### src/rtl/mul_seq.sv
// Sequential shift-add unsigned multiplier with architectural HI/LO registers.
// One multiply step per cycle; HI/LO update only when the full product is ready.
module mul_seq #(
    parameter int unsigned WIDTH = 32
) (
    input  logic             clk,
    input  logic             rst,
    input  logic             start,
    input  logic [WIDTH-1:0] op_a,
    input  logic [WIDTH-1:0] op_b,
    input  logic [1:0]       rd_sel,
    output logic [WIDTH-1:0] rd_data,
    output logic [WIDTH-1:0] hi,
    output logic [WIDTH-1:0] lo,
    output logic             busy,
    output logic             done,
    output logic             stall
);

    localparam int unsigned CW = $clog2(WIDTH + 1);

    typedef enum logic [1:0] {
        IDLE,
        RUN,
        DONE
    } state_t;

    state_t             state, state_nxt;
    logic [WIDTH-1:0]   mcand;
    logic [2*WIDTH-1:0] acc;
    logic [2*WIDTH-1:0] acc_step;
    logic [WIDTH:0]     sum;
    logic [CW-1:0]      cnt;
    logic               last;
    logic               accept;

    assign last   = (cnt == CW'(WIDTH - 1));
    assign accept = start && ((state == IDLE) || (state == DONE));

    // Carry out of the add becomes the new MSB after the right shift.
    always_comb begin
        sum      = {1'b0, acc[2*WIDTH-1:WIDTH]} + ({1'b0, mcand} & {(WIDTH+1){acc[0]}});
        acc_step = {sum, acc[WIDTH-1:1]};
    end

    always_ff @(posedge clk) begin
        if (!rst) begin
            state <= IDLE;
        end else begin
            state <= state_nxt;
        end
    end

    always_comb begin
        state_nxt = state;
        busy      = 1'b0;
        done      = 1'b0;
        case (state)
            IDLE: begin
                if (start) state_nxt = RUN;
            end
            RUN: begin
                busy = 1'b1;
                if (last) state_nxt = DONE;
            end
            DONE: begin
                done      = 1'b1;
                state_nxt = start ? RUN : IDLE;
            end
            default: state_nxt = IDLE;
        endcase
    end

    always_ff @(posedge clk) begin
        if (!rst) begin
            mcand <= '0;
            acc   <= '0;
            cnt   <= '0;
            hi    <= '0;
            lo    <= '0;
        end else if (accept) begin
            mcand <= op_a;
            acc   <= {{WIDTH{1'b0}}, op_b};
            cnt   <= '0;
        end else if (state == RUN) begin
            acc <= acc_step;
            cnt <= cnt + CW'(1);
            if (last) begin
                hi <= acc_step[2*WIDTH-1:WIDTH];
                lo <= acc_step[WIDTH-1:0];
            end
        end
    end

    always_comb begin
        case (rd_sel)
            2'b01:   rd_data = hi;
            2'b10:   rd_data = lo;
            default: rd_data = '0;
        endcase
    end

    assign stall = busy && (start || (rd_sel == 2'b01) || (rd_sel == 2'b10));

endmodule

### config.mk
export PLATFORM = sky130hd
export DESIGN_NAME = mul_seq
export DESIGN_NICKNAME = d
export VERILOG_FILES = /design/src/rtl/mul_seq.sv
export SDC_FILE = /design/constraint.sdc
export NUM_CORES = 1
export LEC_CHECK = 0
export ABC_CLOCK_PERIOD_IN_PS = 3500
export CAP_MARGIN = 20
export CORE_ASPECT_RATIO = 2
export CORE_MARGIN = 3
export CORE_UTILIZATION = 55
export DETAILED_ROUTE_END_ITERATION = 10
export DONT_BUFFER_PORTS = 1
export PLACE_DENSITY = 0.7
export SLEW_MARGIN = 20
export SYNTH_ARGS = -nofsm -noshare
export SYNTH_HDL_FRONTEND = slang
export SYNTH_SLANG_ARGS = --single-unit
### constraint.sdc
create_clock -name clk -period 3.5 [get_ports clk]
set_input_delay 0.7 -clock clk [delete_from_list [all_inputs] [get_ports clk]]
set_output_delay 0.7 -clock clk [all_outputs]
set_load 0.03 [all_outputs]
==> impl_metrics.tcl, run 1 <==
set metrics [dict create \
    numClockSinks 168 \
    n_fill_cell 1402 \
    nets 1164 \
    synth-edff-count 0 \
    tightest_slew_ns 0.923 \
    avgSynthCellArea_um2 7.63 \
    min_period_over_period_pct 88.1 \
    yosysSeqAreaShare_pct 40.2 \
    drc 0 \
    crit_type "reg -> reg" \
    core_area_um2 14900 \
    grtUsageMet2_pct 54.2 \
    overflow 0 \
    area_delta_synth_final_pct 9.46 \
    power_mw 4.28 \
    insertedDiodeCount 0 \
    met3_usage_pct 7.31 \
    cp_data_arrival_time_ns 3.39 \
    h-tree-depth 4 \
    post-route-cell-area_um2 9150 \
    place.gp.congestion 0.930 \
    finClkSkew_ns 0.00958 \
    synth_flop_cell "dfxtp_1" \
    r2r-start "acc[0]" \
    grt_first_pass_wirelength_mm 39.1 \
    drtPass1Iterations 5 \
    fp.dieH_um 180 \
    wl_per_cell_um 20.3 \
    utilization_pct 61.4 \
    antenna_found_initial 0 \
    numPortBuffers 0 \
    hold_viol 0 \
    layout_min_cycle_time_ns 3.08 \
    yosys_warnings 0 \
    start_util_pct 56.1 \
    fmax_mhz 324 \
    status "finished clean" \
    synth_area_um2 8360 \
    place_area_um2 8530 \
    numCtsBuffers 17 \
    die-area_um2 16800 \
    clkTransAtPathRegs_ns 0.07 \
    layout-drive-gt1-share_pct 7.00 \
    cts_tree "built" \
    insertion_delay_ns 0.43 \
    final.setup.tns_ns 0 \
    layout_common_cells "nand2_1 (264), a21oi_1 (174), dfxtp_1 (167), a22oi_1 (65), nor2_1 (59)" \
    rsz0062_at_grt "false" \
    critPathLaunchType "flip-flop" \
    wl_mm 25.8 \
    maxSlewHeadroom_pct 38.5 \
    end_kind "flip-flop" \
    worst_r2r_endpoint "acc[61]" \
    synthesis.nets 1201 \
    antenna_left 0 \
    yosysUniqueCellTypes 56 \
    reg2reg_slack_ns 0.42 \
    critPathRequiredTime_ns 3.80 \
    power.density_nw_per_um2 467 \
    min_path_type "in -> reg" \
    drt_iter0_markers 417 \
    cp_max_fo 33 \
    drv_slew 0 \
    min_to "mcand[14]" \
    p_leak_nw 3.46 \
    cts_root_buf "clkbuf_16" \
    grt_max_degree 47 \
    die_x_um 93.2 \
    synthArstFlopShare_pct 0 \
    synth-seq-cells 168 \
    hold_start "op_a[14]" \
    layout_commonest_cell "nand2_1" \
    num_rows 63 \
    first_global_vias 7247 \
    vias_per_cell 6.06 \
    min_path_cells 2 \
    hpwl_mm 19.2 \
    grt_use_total_pct 30.2 \
    met1_usage_pct 30.1 \
    clockBufferDepth 2 \
    setup_viol 0 \
    irDropWorstVdd_uv 378 \
    busiest_layer "met2" \
    synth_cells 1096 \
    io_pins 168 \
    vias 7680 \
    rr_worst_depth 11 \
    max_cap_violations 0 \
]
worst max-delay path by stage:
stage,slack (ns),start,cells after the start,to
finish,0.42,acc[0],11,acc[61]
global route,0.15,acc[0],10,acc[52]
CTS,0.15,acc[0],10,hi[30]
detailed placement,0.17,acc[0],11,acc[41]
global placement,0.25,acc[0],11,hi[9]
floorplan,0.64,acc[0],12,acc[61]
flip-flops by register name, summed over array words and instances (netlist names):
name	cells
lo	32
cnt	6
hi	32
state	2
acc	64
mcand	32
critical path: stages, from the launching register on:
cell,delay (ns)
dfxtp_2,0.45
and2_1,0.21
ha_1,0.20
fa_1,0.40
a21o_1,0.23
a221oi_4,0.33
o21ai_0,0.14
o21a_1,0.26
a22o_1,0.25
a31oi_1,0.21
xnor2_1,0.15
o21ai_0,0.11
final cells by class:
| class | instances | area [um^2] | share of cell area (%) |
|---|---|---|---|
| Clock buffer | 18 | 429 | 4.69 |
| Clock inverter | 14 | 193 | 2.10 |
| Inverter | 16 | 61.3 | 0.670 |
| Multi-Input combinational cell | 828 | 4640 | 50.7 |
| Sequential cell | 168 | 3360 | 36.8 |
| Tap cell | 195 | 244 | 2.67 |
| Timing Repair Buffer | 28 | 223 | 2.43 |
cell usage after synthesis (3+ instances only):
cell type / n / share of area, %
ha_1: 35 / 5.2
clkbuf_1: 71 / 3.2
o21bai_1: 4 / 0.36
and3_1: 6 / 0.45
buf_1: 12 / 0.54
nand3b_1: 3 / 0.27
a22oi_1: 65 / 5.8
or3_1: 3 / 0.22
o31a_1: 4 / 0.42
o211ai_1: 3 / 0.27
o21ai_0: 33 / 2.0
a21oi_1: 174 / 10
o31ai_1: 3 / 0.27
nor3_1: 4 / 0.24
a211oi_1: 5 / 0.45
inv_1: 16 / 0.72
nand4_1: 10 / 0.75
nand3_1: 29 / 1.7
a21o_1: 18 / 1.6
dfxtp_1: 168 / 40
and2_1: 35 / 2.6
nor2_1: 60 / 2.7
o21a_1: 3 / 0.27
xnor2_1: 20 / 2.1
xor2_1: 10 / 1.0
a31oi_1: 4 / 0.30
nand2_1: 264 / 12
cells by family after synthesis:
kind of cell / Yosys count / synth area share, %
AND/OR/NAND/NOR: 429 / 22.4
AO/OA/AOI/OAI: 332 / 24.1
flip-flops: 168 / 40.2
buffers and inverters: 100 / 4.50
adder cells (fa/ha/maj): 36 / 5.48
XOR/XNOR: 30 / 3.14
multiplexers: 1 / 0.120
per-stage QoR:
step	cells	setup slack, ns	hold slack (ns)
2_1_floorplan	1096	0.642	0.432
4_1_cts	1267	0.150	0.376
3_5_place_dp	1235	0.170	0.444
6_report	1267	0.416	0.395
3_3_place_gp	1235	0.249	0.439
5_1_grt	1267	0.149	0.391
report_power, final:
group	switching (mW)	total, mW	internal (mW)
Clock	0.838	1.98	1.15
Combinational	0.206	0.288	0.0819
Sequential	0.0413	2.01	1.97
per-layer routing:
layer | part of all wire, % | up-vias
met1 | 35 | 3591
met2 | 52 | 282
met5 | 0 | -
li1 | - | 3728
met4 | 6.6 | 0
met3 | 6.7 | 79
timing repair:
| item | CTS | global route |
|---|---|---|
| resized for setup | 0 | 1 |
| endpoints found under the setup margin | 0 | 19 |
| hold buffers | 0 | 0 |
| setup buffers | 0 | 0 |
Power figures use the tool's default switching activity.
==> run 2: changes to the inputs <==
CORE_ASPECT_RATIO = 1.25   (was 2)
==> run 2 against run 1 <==
  * Clock skew decreased by 0.0040 ns
  * Global-route usage down 2.5 points
  * Design area up 1.0%
  * Combinational power grew 3%
  * Die area shrank 0.48%
  * Maximum frequency is 2.5% lower
  * Sequential power about the same
  * Non-clock buffer count up 21
  * Worst hold slack improved by 0.010 ns
  * Core utilization grew 1.7 points
  * Largest cell class unchanged
  * Largest power group unchanged
  * Highest routed layer unchanged
==> impl_metrics.tcl, run 2 (same netlist as run 1, synthesis figures left out) <==
set metrics [dict create \
    drtPass1Iterations 5 \
    p_leak_nw 3.55 \
    grt_use_total_pct 27.8 \
    vias 7653 \
    die_x_um 116 \
    start_util_pct 57.1 \
    io_pins 168 \
    top_register "acc" \
    final.setup.tns_ns 0 \
    layout-drive-gt1-share_pct 8.87 \
    fmax_mhz 316 \
    end_kind "flip-flop" \
    p_int_mw 3.11 \
    power.density_nw_per_um2 451 \
    antenna_left 0 \
    crit_path_start "acc[0]" \
    num_rows 49 \
    core_area_um2 14700 \
    layout_min_cycle_time_ns 3.16 \
    seqPwrFrac_pct 48.0 \
    finClkSkew_ns 0.00560 \
    irDropWorstVdd_uv 287 \
    critPathRequiredTime_ns 3.85 \
    wl_mm 23.7 \
    place_area_um2 8650 \
    cts_tree "built" \
    hold_viol 0 \
    numClockSinks 168 \
    critPathLaunchType "flip-flop" \
    clockBufferDepth 2 \
    cts_root_buf "clkbuf_16" \
    p_sw_share_pct 25.4 \
    numCtsBuffers 17 \
    antenna_found_initial 0 \
    vias_per_cell 6.02 \
    die-area_um2 16700 \
    cts_setup_buffers 0 \
    rsz0062_at_grt "false" \
    setup_viol 0 \
    layout_common_cells "nand2_1 (264), a21oi_1 (174), dfxtp_1 (168), a22oi_1 (65), nor2_1 (58)" \
    wl_per_cell_um 18.6 \
    cp_data_arrival_time_ns 3.52 \
    fp.dieH_um 144 \
    drc 0 \
    status "finished clean" \
    overflow 0 \
    insertion_delay_ns 0.42 \
    area_delta_synth_final_pct 10.6 \
    min_period_over_period_pct 90.3 \
    numPortBuffers 0 \
    cp_max_fo 31 \
    tightest_slew_ns 0.795 \
    insertedDiodeCount 0 \
    p_sw_mw 1.06 \
    max_cap_violations 0 \
    grt_first_pass_wirelength_mm 36.9 \
    min_path_type "in -> reg" \
    hold-worst-slack_ns 0.405 \
    pwr-share-comb_pct 7.1 \
    r2r-start "acc[0]" \
    drt_iter0_markers 718 \
    nets 1185 \
    clkTransAtPathRegs_ns 0.07 \
    crit_type "reg -> reg" \
    p_clk_share_pct 45.0 \
    cts_resized 0 \
    hold_start "op_a[27]" \
    utilization_pct 63.1 \
    largest_reg_flops 64 \
    grt_max_degree 75 \
    h-tree-depth 4 \
    maxSlewHeadroom_pct 47.0 \
    cts_hold_buffers 0 \
    hpwl_mm 16.7 \
    drv_slew 0 \
    place.gp.congestion 0.963 \
    post-route-cell-area_um2 9250 \
    layout_commonest_cell "nand2_1" \
    first_global_vias 7252 \
]
-- run 2: layout make-up --
type | instances | area, um^2
multi-input combinational | 828 | 4640
tap | 178 | 223
inverter | 16 | 61.3
timing repair buffer | 49 | 368
clock inverter | 15 | 165
sequential | 168 | 3360
fill | 1339 | 5410
clock buffer | 17 | 425
-- run 2: power by group through the flow --
stage | logic, mW | clock network (mW) | registers, mW
5_1_grt | 0.327 | 1.99 | 2.01
6_report | 0.296 | 1.88 | 2.00
4_1_cts | 0.295 | 1.91 | 2.00
3_3_place_gp | 0.290 | 0 | 2.04
3_5_place_dp | 0.293 | 0 | 2.04
2_1_floorplan | 0.220 | 0 | 2.03
-- run 2: metal layers --
metal / vias to the layer above / routed length, um / global-route usage, %
met3: 23 / 1820 / 6.36
met4: 0 / 288 / 8.25
met2: 242 / 11500 / 46.4
li1: 3761 / - / -
met1: 3627 / 10100 / 35.7
met5: - / 0 / 0
-- run 2: metrics by stage --
stage | power, mW | worst slack [ns] | instances
final | 4.17 | 0.338 | 1271
after global routing | 4.33 | 0.175 | 1271
after CTS | 4.20 | 0.391 | 1271
after detailed placement | 2.34 | 0.433 | 1239
after global placement | 2.33 | 0.534 | 1239
after floorplan | 2.25 | 0.642 | 1096
-- run 2: path summary, 6_finish.rpt --
kind,endpoint,slack (ns),cells after the start
setup / recovery,acc[56],0.34,11
hold / removal,mcand[27],0.41,2
setup reg to reg,acc[56],0.34,11
hold reg to reg,mcand[17],0.45,2
-- run 2: worst max-delay path: stages, from the launching register on --
cell	delay (ns)
dfxtp_1	0.34
buf_4	0.29
and2_1	0.22
ha_1	0.24
a21o_1	0.15
a21o_1	0.21
a311oi_2	0.53
o311a_1	0.33
o21a_1	0.29
mux2i_1	0.29
a21oi_1	0.11
nor2_1	0.09
==> run 3: changes to the inputs <==
--- a/constraint.sdc
+++ b/constraint.sdc
@@ -3,2 +3,2 @@
 set_output_delay 0.7 -clock clk [all_outputs]
-set_load 0.03 [all_outputs]
+set_load 0.05 [all_outputs]
==> run 3 against run 2 <==
  * Register-to-register slack better by 0.13 ns
  * Critical path depth down 1
  * Via count up 0.25%
  * Global-route usage up 0.16 points
  * Clock-buffer cell count up 3
  * Non-clock buffer count up 3
  * Combinational power about the same
  * Wire length down 0.30%
  * Largest power group unchanged
==> impl_metrics.tcl, run 3 (same netlist as run 1, synthesis figures left out) <==
set metrics [dict create \
    numClockSinks 168 \
    hpwl_mm 16.6 \
    crit_type "reg -> reg" \
    layout_min_cycle_time_ns 3.03 \
    cts_tree "built" \
    layout-drive-gt1-share_pct 9.03 \
    finClkSkew_ns 0.0109 \
    insertedDiodeCount 0 \
    grt_first_pass_wirelength_mm 37.0 \
    setup_viol 0 \
    nets 1188 \
    clockBufferDepth 2 \
    top_register "acc" \
    largest_reg_flops 64 \
    first_global_vias 7102 \
    core_area_um2 14700 \
    h-tree-depth 4 \
    io_pins 168 \
    min_path_type "in -> reg" \
    irDropWorstVdd_uv 332 \
    tightest_slew_ns 0.950 \
    layout_common_cells "nand2_1 (264), a21oi_1 (174), dfxtp_1 (168), a22oi_1 (65), nor2_1 (59)" \
    hold_viol 0 \
    power_mw 4.30 \
    fp.dieH_um 144 \
    wl_mm 23.6 \
    cts_setup_buffers 0 \
    end_kind "flip-flop" \
    drtPass1Iterations 6 \
    n_fill_cell 1365 \
    drc 0 \
    cts_root_buf "clkbuf_16" \
    critPathLaunchType "flip-flop" \
    antenna_found_initial 0 \
    drt_iter0_markers 724 \
    clkTransAtPathRegs_ns 0.07 \
    final.setup.tns_ns 0 \
    cp_data_arrival_time_ns 3.34 \
    maxSlewHeadroom_pct 36.6 \
    grt_use_total_pct 27.9 \
    vias 7672 \
    critPathRequiredTime_ns 3.81 \
    cts_hold_buffers 0 \
    numPortBuffers 0 \
    num_rows 49 \
    insertion_delay_ns 0.44 \
    utilization_pct 63.5 \
    area_delta_synth_final_pct 11.3 \
    place.gp.congestion 0.976 \
    cp_max_fo 30 \
    overflow 0 \
    numCtsBuffers 17 \
    antenna_left 0 \
    layout_commonest_cell "nand2_1" \
    wl_per_cell_um 18.5 \
    cts_resized 0 \
    hold-worst-slack_ns 0.385 \
    p_leak_nw 3.59 \
    die-area_um2 16700 \
    min_period_over_period_pct 86.6 \
    start_util_pct 57.1 \
    vias_per_cell 6.02 \
    grt_max_degree 66 \
    max_cap_violations 0 \
    drv_slew 0 \
    die_x_um 116 \
    fmax_mhz 330 \
    rsz0062_at_grt "false" \
    status "finished clean" \
    power.density_nw_per_um2 462 \
]
## run 3: path summary, 6_finish.rpt
path / start / depth (start not counted) / slack, ns / end
worst max-delay path: acc[0] / 10 / 0.47 / hi[20]
worst min-delay path: rst / 1 / 0.38 / hi[21]
worst min register to register: mcand[8] / 2 / 0.45 / mcand[8]
worst max register to register: acc[0] / 10 / 0.47 / hi[20]
## run 3: per-stage QoR
step	setup slack, ns	cell area (um^2)	instances
final	0.467	9310	1274
after global placement	0.542	8670	1241
after detailed placement	0.504	8680	1242
after global routing	0.212	9310	1274
after CTS	0.481	9310	1274
after floorplan	0.642	8360	1096
## run 3: layer usage
metal,up-vias,global-route usage (%),part of all wire (%)
met5,-,0,0
met4,0,7.21,1.7
met3,26,6.70,6.9
met2,245,46.6,48
met1,3628,36.2,44
li1,3773,-,-
## run 3: final cells by class
cell class              instances  area (um^2)  share of cell area, %
inverters                      16         61.3                  0.659
clock buffers                  20          467                   5.01
repair buffers                 52          390                   4.19
flip-flops and latches        168         3360                   36.1
clock inverters                12          164                   1.76
well taps                     178          223                   2.39
multi-input cells             828         4640                   49.8
## run 3: where the power goes
group	switching [mW]	leakage [nW]	internal [mW]
logic	0.217	1.92	0.0811
clock network	0.812	0.301	1.19
registers	0.0357	1.36	1.97
total	1.06	3.59	3.24
## run 3: critical path, stage by stage (launching register included)
cell	delay, ns
dfxtp_1	0.36
buf_4	0.27
and2_1	0.17
ha_1	0.29
and3_1	0.23
a311oi_2	0.53
o311a_1	0.31
o21ai_0	0.19
a21oi_1	0.22
xor2_1	0.21
o21ai_0	0.12
==> edit 1, RTL diff (config.mk and constraints of run 3) <==
Set the parameter `WIDTH` to 16 (it was 32).
--- a/src/rtl/mul_seq.sv
+++ b/src/rtl/mul_seq.sv
@@ -3,3 +3,3 @@
 module mul_seq #(
-    parameter int unsigned WIDTH = 32
+    parameter int unsigned WIDTH = 16
 ) (
Interface: changed (5 resized); port bits go from 168 to 88. The function was not compared with the original's and may differ.
==> edit 1 against run 3 <==
  * Worst setup slack better by 0.44 ns
  * Critical path depth down 1
  * Count of clock-buffer cells in the layout down 10
  * Cell area down 50%
  * Total power down 55%
  * Routed wire length down 51%
  * Synthesized area down 48%
  * Sequential cell count down 81
  * Critical path type unchanged
  * Critical endpoint is now hi[7]$_SDFFE_PN0P_
==> edit 1: results (changes against run 3) <==
clock buffer count=10 (-50%); met3 Use GR=0.04890 (-0.01808); inverters=11 (-5); clock network area share=0.04399 (-0.02376); DPL Wire Length=8317 um (-50%); sequential fraction of the synthesis area=0.4036 (+0.001441); Inst Count DP=630 (-49%); vias post-DR=3885 (-49%); vias per cell=6.014 (-0.13%); Worst Path Required=3.75 ns (-0.06 ns); Data buffer area share=0.04453 (+0.002587); DRT Wirelength=11520 um (-51%); worst min path class=reg2reg; Root Buffer=clkbuf_8; Synth Register Bits=87 (-48%); Syn Nets=612 (-49%); max reg flops=32 (-50%); largest net degree at the start of global routing=57 (-14%); M1 GR Usage=0.3048 (-0.05736); Avg Inst Size Synth=7.790 um^2 (+2.1%); layout cells sized above 1=0.09567 (+0.005339); H-tree Lvls=3 (-1); Filler cells=677 (-50%); worst skew pair latency=0.36 ns (-0.08 ns); total CTS buffers=9 (-8); worst-case clock skew=0.01038 ns (-0.0004874 ns); Worst Hold Launch=mcand[0]$_SDFFE_PN0P_; internal cell power=1.418 mW (-56%); status=finished, final reports clean; multi-input gate share of the layout cell area=0.5046 (+0.006107); slowest CP cell=dfxtp_1; Non-clk bufs=26 (-50%); first-iteration detailed-routing DRC count=285 (-61%); Worst-path clk slew=0.10 ns (+0.03 ns); slowest stage delay, CP=0.45 ns (-0.08 ns); DP Worst Slack=0.9770 ns (+0.4730 ns); Hold EP=mcand[0]$_SDFFE_PN0P_; Leakage Power=1.720 nW (-52%); hold slack final=0.4598 ns (+0.07502 ns); first-pass GRT wire length=18600 um (-50%); top cells by area, synth=dfxtp_1 40%, nand2_1 11%, a21oi_1 8.9%; Worst IR Drop VDD=0.2856 mV (-14%)
==> edit 1: cell count changes in the layout (fill, tap and decap cells not counted), moves of 16 or more <==
cell              run 3  this run
a21oi_1             174        77
a22oi_1              65        32
buf_4                52        25
clkbuf_16            17         0
dfxtp_1             168        87
nand2_1             264       122
nor2_1               59        31
o21ai_0              33        17
==> edit 1: worst max path at each step <==
stage,startpoint,to,slack [ns]
after global routing,acc[0]$_SDFFE_PN0P_,acc[25]$_SDFFE_PP0P_,0.69
final,acc[0]$_SDFFE_PN0P_,hi[7]$_SDFFE_PN0P_,0.91
after CTS,acc[0]$_SDFFE_PN0P_,acc[25]$_SDFFE_PP0P_,0.97
after global placement,rd_sel[1],rd_data[15],0.98
after detailed placement,rd_sel[1],rd_data[3],0.98
after floorplan,rd_sel[1],rd_data[3],0.62
==> edit 1: logic make-up after synthesis <==
kind of cell,count (synthesis),synth area share
buffers and inverters,53,0.05161
AND/OR/NAND/NOR,220,0.2253
AO/OA/AOI/OAI,160,0.2305
flip-flops,87,0.4036
adder cells (fa/ha/maj),21,0.06263
XOR/XNOR,13,0.02638
==> edit 1: tightest hold or removal path, stage by stage, from the launching register on <==
cell	delay, ns
dfxtp_1	0.32
nand2_1	0.05
a21oi_1	0.05
==> edit 1: per-layer routing <==
metal	share of wire	wire [um]
met1	0.39	4546
met2	0.51	5877
met3	0.070	803
met4	0.025	293
met5	0	0
==> edit 1: through the flow <==
step	total power, mW	utilization	area [um^2]
finish	1.927	0.6229	4664
CTS	1.932	0.6229	4664
detailed placement	1.223	0.5955	4459
global route	1.995	0.6229	4664
floorplan	1.178	-	4315
global placement	1.216	0.5955	4459
==> edit 2, RTL diff (flow settings as in run 3) <==
Without the edit above. Reset style: asynchronous (`rst`), changed in 2 clocked blocks.
--- a/src/rtl/mul_seq.sv
+++ b/src/rtl/mul_seq.sv
@@ -45,3 +45,3 @@
 
-    always_ff @(posedge clk) begin
+    always_ff @(posedge clk or negedge rst) begin
         if (!rst) begin
@@ -73,3 +73,3 @@
 
-    always_ff @(posedge clk) begin
+    always_ff @(posedge clk or negedge rst) begin
         if (!rst) begin
Function: differs if rst is asserted again (counterexample within 4 cycles, from zero or initial values and one cycle with rst low); with rst held inactive, the same outputs for 10 cycles.
==> edit 2 against run 3 <==
  * The run now ends with hold timing left
  * Die area increased by 7.0%
  * Count of clock-buffer cells in the layout shrank 3
  * Global-route usage increased by 0.41 points
  * Routed wire length grew 3.9%
  * Worst setup slack got worse by 0.16 ns
  * Cell area is 6.4% higher
  * Sequential cell count unchanged
  * Synthesized area up 7.4%
  * Synthesized cell count is 7.7% lower
Power is not compared: it rests on default switching activity, and its combinational part moved more than twofold at a synthesized area within 25%.
==> edit 2: results (changes against run 3) <==
vias per cell=5.917 (-1.7%); Worst IR Drop VDD=0.6140 mV; Final Wtd Congestion=0.9706 (-0.55%); DP Worst Slack=0.3226 ns (-0.1814 ns); DR WL/cell=19.72 um (+6.3%); first-pass GRT wire length=39810 um (+7.6%); crit-path max FO=22 (-27%); Largest Register=acc; status=finished, violations left; Hold Fails Final Rpt=26 (+26); hold slack final=-0.03463 ns (-0.4194 ns); Rel. slew slack=0.3777 (+0.01218); post-place instance area=9320 um^2 (+7.4%); sequential fraction of the synthesis area=0.4681 (+0.06594); vias in the first global route=7420 (+4.5%); maxcap violations=0 (unchanged); layout cells sized above 1=0.1075 (+0.01713); largest net degree at the start of global routing=169 (+160%); Pre-antenna DRT Iters=5 (-1); worst min path class=in2async; CP arrival=3.52 ns (+0.18 ns); Inst Count DP=1213 (-2.3%); Global Route Usage Sum=0.2832 (+0.004091); Reg2Reg Depth=10 (unchanged); failing checks=hold timing; slowest stage delay, CP=0.58 ns (+0.05 ns); worst-case clock skew=0.01264 ns (+0.001773 ns); top cells by area, synth=dfrtp_1 47%, nand2_1 14%, a22oi_1 5.4%; Synth top cells by count=337 x nand2_1, 168 x dfrtp_1, 65 x a22oi_1, 53 x nor2_1, 48 x clkbuf_1; worst skew pair latency=0.44 ns (about the same); reg-to-reg slack, setup=0.30 ns (-0.16 ns); r2r endpoint=acc[55]$_DFFE_PN0P_; Synth Flop Type=dfrtp_1; Syn Nets=1117 (-7.0%); slowest CP cell=dfrtp_1; Distinct cells, synth=62 (+11%); synth warn=0 (unchanged); nets=1125 (-5.3%); DRT Wirelength=24550 um (+3.9%); part of the power in the clock network=0.174; CP top delay family=compound AO/OA/AOI/OAI gates; Root Buffer=clkbuf_16; RR Startpoint=acc[0]$_DFFE_PN0P_; Post-synth ARST share=1.000 (+1.000); fin crit share=0.9132 (+0.04674); first-iteration detailed-routing DRC count=563 (-22%); max reg flops=64 (unchanged); ANT cells=0 (unchanged); post-synthesis cell count=1012 (-7.7%); DPL Wire Length=17430 um (+5.3%)
-- edit 2: changes by cell type after synthesis, moves of 7 or more --
cell and change:
dfrtp_1 +168, buf_1 -10, a22o_1 +24, nand2_1 +73, o21ai_0 -15, a21oi_1 -132
xnor2_1 -9, nand3_1 -18, clkbuf_1 -23, dfxtp_1 -168, nor2_1 -7, a21o_1 -7
mux2_2 +9
-- edit 2: cell type report --
class                   count  area [um^2]
clock buffers              17        425.4
clock inverters            15        161.4
fillers                  1391         5854
inverters                  11        41.29
multi-input cells         773         4429
flip-flops and latches    168         4204
well taps                 212        265.3
repair buffers             49        380.4
-- edit 2: routing by layer --
metal,GRT usage,routed length [um]
met1,0.3549,9821
met2,0.4622,12050
met3,0.08042,1797
met4,0.1202,880
met5,0,0
-- edit 2: kinds of logic (layout without fill, tap and decap cells) --
kind of cell,after synthesis,count (layout),share of synthesized area
AND/OR/NAND/NOR,473,473,0.2200
AO/OA/AOI/OAI,227,227,0.1814
flip-flops,168,168,0.4681
buffers and inverters,71,92,0.04068
adder cells (fa/ha/maj),36,36,0.05099
XOR/XNOR,26,26,0.02536
multiplexers,11,11,0.01351
-- edit 2: worst max path at each step --
stage | start | to | depth (start not counted)
after global placement | acc[0]$_DFFE_PN0P_ | acc[55]$_DFFE_PN0P_ | 10
after detailed placement | acc[0]$_DFFE_PN0P_ | acc[55]$_DFFE_PN0P_ | 10
after CTS | acc[0]$_DFFE_PN0P_ | acc[55]$_DFFE_PN0P_ | 10
after floorplan | rd_sel[0] | rd_data[27] | 6
after global routing | acc[0]$_DFFE_PN0P_ | acc[55]$_DFFE_PN0P_ | 10
final | acc[0]$_DFFE_PN0P_ | acc[55]$_DFFE_PN0P_ | 10
